==> config.mk <==
export PLATFORM = sky130hd
export DESIGN_NAME = lsu_bus_split
export DESIGN_NICKNAME = d
export VERILOG_FILES = /design/src/rtl/lsu_bus_split.sv
export SDC_FILE = /design/constraint.sdc
export NUM_CORES = 1
export LEC_CHECK = 0
export CAP_MARGIN = 30
export CORE_ASPECT_RATIO = 1.75
export CORE_UTILIZATION = 47
export DETAILED_ROUTE_END_ITERATION = 12
export PLACE_DENSITY = 0.8
export RECOVER_POWER = 50
export SETUP_SLACK_MARGIN = 0.2
export SLEW_MARGIN = 20
export SYNTH_ARGS = -nofsm -noshare
export SYNTH_HDL_FRONTEND = slang
export SYNTH_SLANG_ARGS = --single-unit
export TNS_END_PERCENT = 50
==> constraint.sdc <==
create_clock -name clk -period 4.6 [get_ports clk]
set_input_delay 0.46 -clock clk [delete_from_list [all_inputs] [get_ports clk]]
set_output_delay 0.46 -clock clk [all_outputs]
set_load 0.02 [all_outputs]
==> src/rtl/lsu_bus_split.sv <==
// Issues an LSU access on the 32-bit core bus as one aligned beat, or two when a half/word straddles
// a word boundary, and merges the load data. Define RV_LSU_SPLIT_TIMEOUT_EN for a beat response timeout.
module lsu_bus_split #(
  parameter int unsigned TIMEOUT_CYCLES = 255
) (
  input  logic        clk,
  input  logic        rst,
  input  logic        req_valid,
  output logic        req_ready,
  input  logic [31:0] req_addr,
  input  logic [1:0]  req_size,
  input  logic        req_store,
  input  logic [31:0] req_wdata,
  input  logic        req_sideeffect,
  input  logic        flush,
  output logic        bus_valid,
  input  logic        bus_ready,
  output logic [31:0] bus_addr,
  output logic [3:0]  bus_byteen,
  output logic        bus_write,
  output logic [31:0] bus_wdata,
  input  logic        bus_rsp_valid,
  input  logic [31:0] bus_rsp_data,
  input  logic        bus_rsp_err,
  output logic        done_valid,
  output logic [31:0] done_data,
  output logic        done_err,
  output logic [31:0] done_err_addr
);
  typedef enum logic [2:0] {
    S_IDLE, S_ISS0, S_WAIT0, S_ISS1, S_WAIT1, S_DONE
  } state_t;

  function automatic logic [3:0] size_mask(input logic [1:0] sz);
    unique case (sz)
      2'b00:   size_mask = 4'b0001;
      2'b01:   size_mask = 4'b0011;
      default: size_mask = 4'b1111;
    endcase
  endfunction

  function automatic logic [2:0] size_bytes(input logic [1:0] sz);
    unique case (sz)
      2'b00:   size_bytes = 3'd1;
      2'b01:   size_bytes = 3'd2;
      default: size_bytes = 3'd4;
    endcase
  endfunction

  state_t      state_q, state_d;
  logic        split_q, split_d;
  logic        err_q, err_d;
  logic        kill_q, kill_d;
  logic [31:0] addr_q, addr_d;
  logic [1:0]  size_q, size_d;
  logic        store_q, store_d;
  logic [31:0] wdata_q, wdata_d;
  logic [31:0] d0_q, d0_d;
  logic [31:0] d1_q, d1_d;
  logic [31:0] eaddr_q, eaddr_d;

`ifdef RV_LSU_SPLIT_TIMEOUT_EN
  localparam logic [7:0] TMO_LAST = 8'(TIMEOUT_CYCLES - 1);
  logic [7:0]  cnt_q, cnt_d;
`else
  logic        unused_tmo;
  assign unused_tmo = ^TIMEOUT_CYCLES;
`endif

  // Request decode: word index of the last byte decides split and region crossing
  logic [2:0]  req_bytes;
  logic [29:0] req_end_w;
  logic        req_mis, req_split, req_bad;

  assign req_bytes = size_bytes(req_size);
  assign req_end_w = 30'((req_addr + {29'd0, req_bytes} - 32'd1) >> 2);
  assign req_mis   = |(req_addr[1:0] & (req_bytes[1:0] - 2'd1));
  assign req_split = (req_end_w != req_addr[31:2]);
  assign req_bad   = (req_sideeffect & req_mis) | (req_addr[31:28] != req_end_w[29:26]);

  // Lane steering: the upper half of each 64-bit view belongs to the second beat
  logic [3:0]  smask;
  logic [31:0] base_addr, beat_addr, rd_word, rd_mask;
  logic [7:0]  be_wide;
  logic [63:0] wd_wide;

  assign smask     = size_mask(size_q);
  assign base_addr = {addr_q[31:2], 2'b00};
  assign beat_addr = (state_q == S_WAIT1) ? base_addr + 32'd4 : base_addr;
  assign be_wide   = {4'b0000, smask} << addr_q[1:0];
  assign wd_wide   = {32'd0, wdata_q} << {addr_q[1:0], 3'b000};
  assign rd_word   = 32'({d1_q, d0_q} >> {addr_q[1:0], 3'b000});
  assign rd_mask   = {{8{smask[3]}}, {8{smask[2]}}, {8{smask[1]}}, {8{smask[0]}}};

  always_comb begin
    state_d = state_q;
    split_d = split_q;
    err_d   = err_q;
    kill_d  = kill_q;
    addr_d  = addr_q;
    size_d  = size_q;
    store_d = store_q;
    wdata_d = wdata_q;
    d0_d    = d0_q;
    d1_d    = d1_q;
    eaddr_d = eaddr_q;
`ifdef RV_LSU_SPLIT_TIMEOUT_EN
    cnt_d   = cnt_q;
`endif
    unique case (state_q)
      S_IDLE: begin
        if (req_valid && !flush) begin
          addr_d  = req_addr;
          size_d  = req_size;
          store_d = req_store;
          wdata_d = req_wdata;
          split_d = req_split;
          err_d   = req_bad;
          kill_d  = 1'b0;
          eaddr_d = req_addr;
          d0_d    = '0;
          d1_d    = '0;
          state_d = req_bad ? S_DONE : S_ISS0;
        end
      end
      S_ISS0, S_ISS1: begin
        if (bus_ready) begin
          // A flush racing the handshake still owes us a response; remember to drop it
          kill_d  = flush;
          state_d = (state_q == S_ISS0) ? S_WAIT0 : S_WAIT1;
`ifdef RV_LSU_SPLIT_TIMEOUT_EN
          cnt_d   = '0;
`endif
        end else if (flush) begin
          state_d = S_IDLE;
        end
      end
      S_WAIT0, S_WAIT1: begin
        if (bus_rsp_valid) begin
          if (kill_q || flush) begin
            state_d = S_IDLE;
          end else if (bus_rsp_err) begin
            err_d   = 1'b1;
            eaddr_d = beat_addr;
            state_d = S_DONE;
          end else if (state_q == S_WAIT0) begin
            d0_d    = bus_rsp_data;
            state_d = split_q ? S_ISS1 : S_DONE;
          end else begin
            d1_d    = bus_rsp_data;
            state_d = S_DONE;
          end
        end else begin
          kill_d = kill_q | flush;
`ifdef RV_LSU_SPLIT_TIMEOUT_EN
          if (cnt_q == TMO_LAST) begin
            if (kill_q || flush) begin
              state_d = S_IDLE;
            end else begin
              err_d   = 1'b1;
              eaddr_d = beat_addr;
              state_d = S_DONE;
            end
          end else begin
            cnt_d = cnt_q + 8'd1;
          end
`endif
        end
      end
      S_DONE:  state_d = S_IDLE;
      default: state_d = S_IDLE;
    endcase
  end

  always_ff @(posedge clk or posedge rst) begin
    if (rst) begin
      state_q <= S_IDLE;
      split_q <= 1'b0;
      err_q   <= 1'b0;
      kill_q  <= 1'b0;
`ifdef RV_LSU_SPLIT_TIMEOUT_EN
      cnt_q   <= '0;
`endif
    end else begin
      state_q <= state_d;
      split_q <= split_d;
      err_q   <= err_d;
      kill_q  <= kill_d;
`ifdef RV_LSU_SPLIT_TIMEOUT_EN
      cnt_q   <= cnt_d;
`endif
    end
  end

  // Payload registers are only observed through state-gated outputs, so they carry no reset
  always_ff @(posedge clk) begin
    addr_q  <= addr_d;
    size_q  <= size_d;
    store_q <= store_d;
    wdata_q <= wdata_d;
    d0_q    <= d0_d;
    d1_q    <= d1_d;
    eaddr_q <= eaddr_d;
  end

  always_comb begin
    req_ready     = (state_q == S_IDLE);
    bus_valid     = 1'b0;
    bus_addr      = '0;
    bus_byteen    = '0;
    bus_write     = 1'b0;
    bus_wdata     = '0;
    done_valid    = 1'b0;
    done_data     = '0;
    done_err      = 1'b0;
    done_err_addr = '0;
    unique case (state_q)
      S_ISS0: begin
        bus_valid  = 1'b1;
        bus_addr   = base_addr;
        bus_byteen = be_wide[3:0];
        bus_write  = store_q;
        bus_wdata  = wd_wide[31:0];
      end
      S_ISS1: begin
        bus_valid  = 1'b1;
        bus_addr   = base_addr + 32'd4;
        bus_byteen = be_wide[7:4];
        bus_write  = store_q;
        bus_wdata  = wd_wide[63:32];
      end
      S_DONE: begin
        done_valid    = 1'b1;
        done_err      = err_q;
        done_err_addr = err_q ? eaddr_q : 32'd0;
        done_data     = (err_q || store_q) ? 32'd0 : (rd_word & rd_mask);
      end
      default: ;
    endcase
  end
endmodule
==> impl_results.md <==
- Status: finished with violations
- Failing checks: capacitance limit, slew limit
- Synth area leaders: edfxtp_1 41%, mux4_2 6.4%, and3_1 4.2%
- Highest Clock Rate: approximately 230 MHz
- Htree depth: 4
- Area grow syn2layout: 30.2%
- Vias per cell: ~6.1
- Vias: 10,400
- # nets final: about 1,500
- WL final: 37,100 um
- RD Place Congestion: about 1
- Final Cycle Share: between 90% and 100%
- Post-synthesis register bit count: about 160
- Share of the synthesized area in the top cell type: approximately two fifths
- Crit Path Max Fanout: 5
- Gr ovfl total: 0
- Most used DFF post-synth: edfxtp_1
- CTS buffer count: 17
- Port bufs: 241
- Remaining routing DRC violations: 0
- Core area: 0.0234 mm2
- Unrepaired setup endpoints after global routing: false
- FF-to-FF End: wdata_q[29]$_DFFE_PP_
- Worst Max-Slew Pin Slew: approximately 1.9 ns
- Hold Buf Count CTS: 0
- Sequential fraction of the synthesis area: between 40% and 50%
- Final min period: around 4.3 ns
- Antenna violations before repair: 7
- Distinct cell type count after synthesis: 77
- Detailed Route Iter0 Violations: 995
- Synth async-reset ratio: 3.73%
- Post-DP HPWL: 28,300 um
- FF-to-FF path depth: 5
- I/O pins: roughly 240
- Resized cells post-CTS: 0
- EDFF count, synth: between 150 and 200
- Row cnt: 74
- Top-count cell post-synth: edfxtp_1
- Final slew viol count: 39
- Pre-CTS setup slack: 0.151 ns
- Worst setup margin: between 0.3 and 0.4 ns
- Setup_tns: 0 ns
- Antenna viol nets, final: 0
- # Post-CTS Setup Buffers: 0
- Synth warnings: 0
- Max_cap viols: 1
- Arr. time, crit path: approximately 3.8 ns
- Min-delay worst type: input pin to asynchronous set/reset pin
- Relative max-transition margin: -26.5%
- Die area: between 0.02 and 0.025 mm2
- PwrDens: between 400 and 500 mW/mm2
- Post-Layout Inst Area: between 0.01 and 0.015 mm2
- Crit. Startpoint: addr_q[9]$_DFFE_PP_
- Global-route wire length before repair: 57,800 um
- Vias in the first global route: 10,600
- Final setup fails: 0
- Initial Util: 48.2%
- Pin count of the biggest net entering global routing: 54
- Worst r2r src: state_q[1]$_DFFE_PP0P_
- Synth Instances: 1,140
- Placed cell area: 0.0141 mm2
- Critical path class: flop to primary output
- CTS sink count: 161
- Post-DR wirelength/cell: 22.0 um
- Mapped cell area: between 0.01 and 0.015 mm2
- Post-synth top cells: 155 x edfxtp_1, 110 x nor2_1, 100 x nand2_1, 75 x and3_1, 61 x o21ai_0
- Tot Pwr: 6.57 mW
- Mean Syn Cell Area: 9.91 um2
- Clk pin slew, worst setup/hold paths: 0.07 ns
- Startpoint types: flop
- Area leader, netlist: edfxtp_1
- Die width: 119 um
- Layout cells sized above 1: 8.57%
- Root Buffer: clkbuf_16
- Final Non-Filler Cells: about 1,700
- Clock Path Buffers: 2
- CTS tree: yes
- CP endpoint kind: primary output
- DRT Pass-1 Iters: 6
- P_leak: 5.49 nW
- Worst-skew pair later-pin latency: 0.44 ns
- Worst vdd ir: about 310 uV
- Die Ht: around 210 um
- Worst setup path end: bus_addr[31]
- Hold Fails Final Rpt: 0
- R2R setup slack: 0.67 ns
- Placed cells: 1,647
- Worst Skew: 0.00773 ns
- Total track usage: 30.6%
- Worst Path Required: just over 4 ns
power by group:
| group | internal (mW) | total (mW) | switching (mW) | leakage, nW |
|---|---|---|---|---|
| registers | 2.13 | 2.36 | 0.234 | 1.50 |
| clock network | 0.803 | 1.41 | 0.602 | 0.282 |
| logic | 1.10 | 2.80 | 1.70 | 3.71 |
| total | 4.03 | 6.57 | 2.53 | 5.49 |
layer usage:
layer  track usage (%)  wire length, um
met1              31.8            12700
met2              56.7            20200
met3              4.24             1860
met4              19.4             2330
met5                 0                0
metrics by stage:
stage,util (%),hold WS [ns]
after floorplan,-,0.251
after global placement,60.3,0.536
after detailed placement,60.3,0.533
after CTS,62.8,0.342
after global routing,62.8,0.499
final,62.8,0.492
how the worst min path moves through the flow:
stage,endpoint,slack [ns],cells after the start
6_report,state_q[1]$_DFFE_PP0P_,0.49,2
5_1_grt,state_q[1]$_DFFE_PP0P_,0.50,2
4_1_cts,split_q$_DFFE_PP0P_,0.34,2
3_5_place_dp,kill_q$_DFFE_PP0P_,0.53,1
3_3_place_gp,kill_q$_DFFE_PP0P_,0.54,1
2_1_floorplan,err_q$_DFFE_PP0P_,0.25,1
cell usage in the layout, fill, tap and decap left out, drive strengths merged, types with 5 or more instances in the layout:
master         netlist  layout
nor2b               43      43
and2                16      16
a21oi               55      55
nor3                15      15
clkdlybuf4s50        0     163
nand4               22      22
diode                0       7
mux4                32      32
o211ai               6       6
dlygate4sd3          0      78
mux2                 5       5
nand2              100     100
a32o                 5       5
nor4                 8       8
nor2               110     110
o31ai                5       5
edfxtp             155     155
clkinv               1       9
xnor2               37      37
inv                 50      53
o21ai               62      62
clkbuf              49      24
a211oi              11      11
o21a                 5       5
a21o                 9       9
nand3               30      30
a221o               12      12
dfrtp                6       6
o22ai               13      13
and3                75      75
mux2i               27      27
ha                  32      32
a22oi               10      10
buf                 22      27
xor2                32      32
nand2b               8       8
nor3b                5       5
final cells by class:
| cell class | instances | area (um2) |
|---|---|---|
| multi-input cells | 858 | 6070 |
| repair buffers | 275 | 2660 |
| flip-flops and latches | 161 | 4800 |
| fillers | 1905 | 8710 |
| clock buffers | 17 | 425 |
| clock inverters | 15 | 159 |
| diodes | 7 | 17.5 |
| well taps | 304 | 380 |
| inverters | 51 | 191 |
registers in the layout, indices dropped and copies added (netlist names):
| name | count |
|---|---|
| addr_q | 32 |
| d0_q | 32 |
| d1_q | 24 |
| eaddr_q | 32 |
| err_q | 1 |
| kill_q | 1 |
| size_q | 2 |
| split_q | 1 |
| state_q | 3 |
| store_q | 1 |
| wdata_q | 32 |
worst max-delay path: stages, from the launching register on:
cell and delay [ns]:
edfxtp_1 0.42, nand4_1 0.21, nor4_1 0.52, clkbuf_1 0.24, and4_1 0.35, nand3_1 0.16
nor2_1 0.25, and3_1 0.25, nand2_1 0.08, xnor2_1 0.16, nor2_1 0.11, clkdlybuf4s50_1 0.64
cell families after synthesis:
group | synth area share (%)
buffers and inverters | 4.23
other | 0.0332
multiplexers | 9.27
XOR/XNOR | 5.35
AO/OA/AOI/OAI | 15.3
AND/OR/NAND/NOR | 19.6
flip-flops | 42.5
adder cells (fa/ha/maj) | 3.72
Note: power is estimated with default switching activity, not from simulation.
